==> config.mk <==
export PLATFORM = sky130hd
export DESIGN_NAME = decoder_scan_ctrl
export DESIGN_NICKNAME = d
export VERILOG_FILES = /design/src/rtl/decoder_scan_ctrl_pkg.sv /design/src/rtl/decoder_scan_ctrl_dwell_timer.sv /design/src/rtl/decoder_scan_ctrl.sv
export SDC_FILE = /design/constraint.sdc
export NUM_CORES = 1
export LEC_CHECK = 0
export CAP_MARGIN = 10
export CORE_UTILIZATION = 42
export DETAILED_ROUTE_END_ITERATION = 16
export PLACE_DENSITY = 0.83
export RECOVER_POWER = 25
export SLEW_MARGIN = 40
export SYNTH_ARGS = -nofsm -noshare
export SYNTH_HDL_FRONTEND = slang
export SYNTH_SLANG_ARGS = --single-unit
export TNS_END_PERCENT = 30
==> constraint.sdc <==
create_clock -name clk -period 3.6 [get_ports clk]
set_input_delay 0.9 -clock clk [delete_from_list [all_inputs] [get_ports clk]]
set_output_delay 0.9 -clock clk [all_outputs]
set_load 0.005 [all_outputs]
==> src/rtl/decoder_scan_ctrl_pkg.sv <==
// Shared types and helpers for the decoder scan controller.
// The one-hot compare can be enabled with the DECODER_ONEHOT_CHECK_EN macro.
package decoder_scan_ctrl_pkg;

   localparam int unsigned SEL_W_DEF = 4;
   localparam int unsigned OUT_W_DEF = 16;

   typedef enum logic [1:0] {
      ST_IDLE  = 2'd0,
      ST_DWELL = 2'd1,
      ST_DONE  = 2'd2
   } state_e;

   // Callers truncate the result to the decoder output width.
   function automatic logic [63:0] onehot(input int unsigned code);
      return 64'd1 << code;
   endfunction

endpackage

==> src/rtl/decoder_scan_ctrl_dwell_timer.sv <==
// Dwell counter for the scan controller.
// Clear has priority over enable. tick_o marks the last hold cycle of a code.
module dwell_timer
   import decoder_scan_ctrl_pkg::*;
#(
   parameter int unsigned CNT_W = 8,
   parameter int unsigned DWELL = 20
) (
   input  logic clk,
   input  logic rst,
   input  logic clr_i,
   input  logic en_i,
   output logic tick_o
);

   logic [CNT_W-1:0] cnt_q, cnt_d;

   always_comb begin
      cnt_d = cnt_q;
      if (clr_i) begin
         cnt_d = '0;
      end else if (en_i) begin
         cnt_d = cnt_q + CNT_W'(1);
      end
   end

   always_ff @(posedge clk) begin
      if (rst) begin
         cnt_q <= '0;
      end else begin
         cnt_q <= cnt_d;
      end
   end

   assign tick_o = en_i && (cnt_q == CNT_W'(DWELL - 1));

endmodule

==> src/rtl/decoder_scan_ctrl.sv <==
// Sequencer that walks a one-hot decoder through every select code.
// The one-hot compare and error status exist only when DECODER_ONEHOT_CHECK_EN is defined.
module decoder_scan_ctrl
   import decoder_scan_ctrl_pkg::*;
#(
   parameter int unsigned SEL_W = SEL_W_DEF,
   parameter int unsigned OUT_W = OUT_W_DEF,
   parameter int unsigned DWELL = 20,
   parameter int unsigned CNT_W = 8
) (
   input  logic             clk,
   input  logic             rst,
   input  logic             start,
   input  logic             abort,
   output logic [SEL_W-1:0] sel,
   output logic             busy,
   output logic             done,
   input  logic [OUT_W-1:0] dec_in,
   output logic             err,
   output logic [SEL_W:0]   err_cnt,
   output logic [SEL_W-1:0] first_err_sel
);

   state_e           state_q, state_d;
   logic [SEL_W-1:0] sel_q, sel_d;
   logic             tick;

   dwell_timer #(
      .CNT_W (CNT_W),
      .DWELL (DWELL)
   ) u_dwell_timer (
      .clk    (clk),
      .rst    (rst),
      .clr_i  ((state_q != ST_DWELL) || tick),
      .en_i   (state_q == ST_DWELL),
      .tick_o (tick)
   );

   always_comb begin
      state_d = state_q;
      sel_d   = sel_q;
      case (state_q)
         ST_IDLE: begin
            if (start) begin
               state_d = ST_DWELL;
               sel_d   = '0;
            end
         end
         ST_DWELL: begin
            // Abort beats a coinciding last-hold cycle: no compare, no step.
            if (abort) begin
               state_d = ST_IDLE;
            end else if (tick) begin
               if (sel_q == SEL_W'(OUT_W - 1)) begin
                  state_d = ST_DONE;
               end else begin
                  sel_d = sel_q + SEL_W'(1);
               end
            end
         end
         ST_DONE: state_d = ST_IDLE;
         default: state_d = ST_IDLE;
      endcase
   end

   always_ff @(posedge clk) begin
      if (rst) begin
         state_q <= ST_IDLE;
         sel_q   <= '0;
      end else begin
         state_q <= state_d;
         sel_q   <= sel_d;
      end
   end

   assign sel  = sel_q;
   assign busy = (state_q == ST_DWELL);
   assign done = (state_q == ST_DONE);

`ifdef DECODER_ONEHOT_CHECK_EN
   logic             err_q, err_d;
   logic [SEL_W:0]   err_cnt_q, err_cnt_d;
   logic [SEL_W-1:0] first_q, first_d;
   logic             mismatch;

   assign mismatch = (dec_in != OUT_W'(onehot(32'(sel_q))));

   always_comb begin
      err_d     = err_q;
      err_cnt_d = err_cnt_q;
      first_d   = first_q;
      if ((state_q == ST_IDLE) && start) begin
         err_d     = 1'b0;
         err_cnt_d = '0;
         first_d   = '0;
      end else if ((state_q == ST_DWELL) && !abort && tick && mismatch) begin
         err_d     = 1'b1;
         err_cnt_d = err_cnt_q + (SEL_W + 1)'(1);
         if (!err_q) begin
            first_d = sel_q;
         end
      end
   end

   always_ff @(posedge clk) begin
      if (rst) begin
         err_q     <= 1'b0;
         err_cnt_q <= '0;
         first_q   <= '0;
      end else begin
         err_q     <= err_d;
         err_cnt_q <= err_cnt_d;
         first_q   <= first_d;
      end
   end

   assign err           = err_q;
   assign err_cnt       = err_cnt_q;
   assign first_err_sel = first_q;
`else
   logic unused_dec_in;
   assign unused_dec_in  = ^dec_in;
   assign err            = 1'b0;
   assign err_cnt        = '0;
   assign first_err_sel  = '0;
`endif

endmodule

# --- Yosys cells after proc, flatten, opt, wreduce, memory -nomap -nowiden ---
# Index checks and enable logic that the tools add are counted.
op_classes:
  add_sub_neg: 2
  eq_ne: 11
  n_mux: 10
  reduce_logical: 7
op_table:
  columns: ["operator", "count"]
  rows:
  - ["two-way mux 4 bit", 4]
  - ["adder 8 x 1 -> 8 bit, second input constant", 1]
  - ["equality test 8 x 5 -> 1 bit, second input constant", 1]
  - ["two-way mux 2 bit", 4]
  - ["inequality test 2 bit, second input constant", 4]
  - ["one-hot mux 4 bit (2 select lines)", 1]
  - ["inequality test 3 bit, second input constant", 2]
  - ["AND reduction 5 bit", 1]
  - ["adder 4 x 1 -> 4 bit, second input constant", 1]
  - ["equality test 4 bit, second input constant", 1]
  - ["one-hot mux 2 bit (2 select lines)", 1]
  - ["AND reduction 3 bit", 1]
  - ["equality test 2 x 1 -> 1 bit, second input constant", 1]
  - ["equality test 2 bit, second input constant", 1]
  - ["zero test 2 bit", 1]
  - ["inequality test 2 x 1 -> 1 bit, second input constant", 1]
  - ["nonzero test 2 bit", 1]
  - ["OR reduction 2 bit", 1]
  - ["logical AND 1 bit", 1]
  - ["logical OR 1 bit", 1]
word_totals:
  reg_bits: 14
  in_bits: 20
  wordCells: 33

# --- Depth between registers and ports, before layout ---
depth:
  ltp_word: 5
  depth_mapped: 5

# --- Modules after synthesis ---
# From an unflattened synthesis, not the netlist that was laid out.
unflattened:
  cells_unflattened: 90
  area_unflattened_um2: 789.5
modules_own_cells:
  columns: ["mod", "n_inst", "cells_each", "area_per_inst_um2"]
  rows:
  - ["decoder_scan_ctrl", 1, 50, 424.2]
  - ["dwell_timer", 1, 40, 365.4]

# --- Least setup slack after synthesis ---
# OpenSTA, ideal clock, no wires.
synth_path:
  path_type: "input to register"
  start: "input port abort"
  end: "register sel_q[2] (netlist: sel[2])"
  setup_ps: 74
  t_arrival_ps: 1781
  t_required_ps: 3526
  setup_slack_ps: 1745
  path_stages: 4
  cell_sequence: "nor3b_4 > nand4b_4 > or3b_1 > a31oi_1"
synth_via:
  elab_chain_len: 2
synth_lines:
  columns: ["item", "line_no", "rtl"]
  rows:
  - ["start: declaration", "decoder_scan_ctrl.sv:14", "input logic abort,"]
  - ["inequality test 2 bit (no line)", null, null]
  - ["AND reduction 5 bit (no line)", null, null]
  - ["end signal: assignment", "decoder_scan_ctrl.sv:72", "sel_q <= sel_d;"]
  - ["end: declaration", "decoder_scan_ctrl.sv:25", "logic [SEL_W-1:0] sel_q, sel_d;"]
# No other way between the ends.
# A chain may end at the register's enable or synchronous reset.

# --- Worst setup path after layout ---
layout_path:
  start: "register state_q[1]"
  end: "output port busy"
layout_via:
  elab_chain_len: 1
layout_lines:
  columns: ["item", "line_no", "rtl"]
  rows:
  - ["start: declaration", "decoder_scan_ctrl.sv:24", "state_e state_q, state_d;"]
  - ["start signal: assignment", "decoder_scan_ctrl.sv:71", "state_q <= state_d;"]
  - ["equality test 2 x 1 -> 1 bit", "decoder_scan_ctrl.sv:77", "assign busy = (state_q == ST_DWELL);"]
  - ["end: declaration", "decoder_scan_ctrl.sv:16", "output logic busy,"]
# No other way between the ends.

==> run metrics <==
CTS H-tree depth=1; Final Worst Setup Slack=1.21 ns; Placed Cells=107; WP data arrival=1.49 ns; number of routed nets with antenna violations=0; area leader, netlist=dfxtp_1; drt pass-1 iters=3; post_cts resized=0; Max Fclk=418 MHz; top post-synthesis cells by area=dfxtp_1 (38%), buf_4 (10%), nand3_1 (6.1%); GRT Util Overall=16.6%; Crit Path Category=reg -> out; Syn Std Cell Area=744 um^2; post-CTS setup repair buffer count=0; final non-filler cell total=111; Total Neg Setup Slack=0 ns; largest net degree at the start of global routing=9; hold buffers post-CTS=0; layout net count=118; antenna violations before repair=0; ratio of final minimum period to clock period=66.4%; CP Capture Type=output port; Slew @ Worst Pin=0.507 ns; Rel. slew slack=66.1%; status=finished clean; DRT iter0 DRCs=9; Post-Route WL=1430 um; Max clock buf depth=2; DR WL/cell=12.8 um; syn avg cell area=8.97 um^2; final instance area=837 um^2; Final Setup Violations=0; power per cell area=344 nW/um^2; Cells after Synth=83; post-synthesis sequential area ratio=37.6%; TritonCTS clock tree=yes; Die Wd=44.1 um; DRC=0; RSZ-0062 raised after global routing=no; synth unique cells=31; TritonCTS Buffers=3; number of synthesized register bits=14; detail-routed via count per cell=5.41; # IOs=36; CP Data Required Time=2.70 ns; min Tclk post-route=2.39 ns; vias=600; TritonCTS sink count=14; maxcap violations=0; area grow syn2layout=12.4%; Core ar.=1580 um^2; pre-CTS setup slack=1.12 ns; GRT Residual Overflow=0; clock skew=0.00140 ns; Initial Util=47.2%; clk slew on worst S/H paths=0.08 ns; vias in the first global route=574; Cell Rows=14; die height=44.1 um; hold crit path type=reg -> reg; layout cells sized above 1=9.47%; Clock Latency Late Sink=0.28 ns; worst IR drop on VDD=0.000220 V; first-pass GRT wire length=2370 um; commonest non-fill, non-tap cell in the layout=dfxtp_1; P_leak=0.000292 uW; Slew Viols, Final=0; synth warn=0; CP startpoint kind=flip-flop; Root Driver=clkbuf_4; most frequent cells in the layout=dfxtp_1 (14), conb_1 (10), nand3_1 (9); IO buf count=9; Die Footprint=1940 um^2; DP Area=813 um^2; critical-path maximum fanout=7; final core area utilization=53.1%; Hold Vio Cnt, Final=0; routability cong.=0.760; area fraction of the dominant cell type after synthesis=37.6%; ANT cells=0; Final HPWL DP=1030 um
[where the power goes]
part           total (uW)  switching (uW)  internal, uW
Clock                 113            51.2          61.5
Sequential            158            1.84           156
Combinational        17.3            11.1          6.14
Total                 288            64.2           224
[routing by layer]
metal | wire [um] | up-vias | part of all wire (%) | GRT usage, %
met5 | 0 | - | 0 | 0
met1 | 628 | 283 | 44 | 18.9
li1 | - | 302 | - | -
met4 | 17 | 0 | 1.2 | 4.85
met3 | 61 | 2 | 4.3 | 7.35
met2 | 719 | 13 | 50 | 27.9
[registers in the layout, indices dropped and copies added (netlist names)]
register and cells:
u_dwell_timer.cnt_q 8, sel 4, state_q 2
[per-stage QoR]
step / power [uW] / hold slack, ns
after CTS: 292 / 0.478
after global placement: 179 / 0.444
after global routing: 301 / 0.496
after floorplan: 179 / 0.430
after detailed placement: 180 / 0.458
final: 288 / 0.472
[kinds of logic after synthesis]
kind of cell / count (synthesis) / share of synthesized area (%)
DFF: 14 / 37.6
xor gates and xnor gates: 4 / 4.71
AOI/OAI and AO/OA: 11 / 8.91
and+or+nand+nor: 39 / 33.8
buffers and inverters: 12 / 11.1
adders and majority gates: 2 / 3.36
other: 1 / 0.504
[cell usage after synthesis, drive strengths merged]
library cell  count
nand4b            2
a31oi             2
nand3             9
a211o             1
or2               1
nor3b             1
a21o              1
and3              1
nor2b             1
ha                2
conb              1
nand4             2
nand3b            1
or3b              1
nand2b            1
a21oi             5
xnor2             1
and4bb            1
nand2             5
nor2              7
nor4              1
inv               2
dfxtp            14
or3               3
nor3              2
o21ai             2
xor2              3
buf              10
[area by class of cell]
type	instances	area [um^2]
Fill cell	162	739
Multi-Input combinational cell	66	403
Sequential cell	14	280
Timing Repair Buffer	9	90.1
Clock buffer	4	36.3
Tap cell	16	20.0
Inverter	2	7.51
[critical path, stage by stage (launching register included)]
cell and delay, ns:
dfxtp_1 0.36, nand2b_1 0.19, inv_2 0.14, clkdlybuf4s50_1 0.52
[worst paths after layout]
| kind | start | endpoint | slack (ns) | depth (start not counted) |
|---|---|---|---|---|
| setup / recovery | state_q[1]$_SDFFE_PP0P_ | busy | 1.21 | 3 |
| hold / removal | u_dwell_timer.cnt_q[0]$_SDFFE_PP0P_ | u_dwell_timer.cnt_q[0]$_SDFFE_PP0P_ | 0.47 | 1 |
| setup reg to reg | state_q[0]$_SDFFE_PP0P_ | sel[2]$_SDFFE_PP0P_ | 1.85 | 4 |
| hold reg to reg | u_dwell_timer.cnt_q[0]$_SDFFE_PP0P_ | u_dwell_timer.cnt_q[0]$_SDFFE_PP0P_ | 0.47 | 1 |
Power figures use the tool's default switching activity.
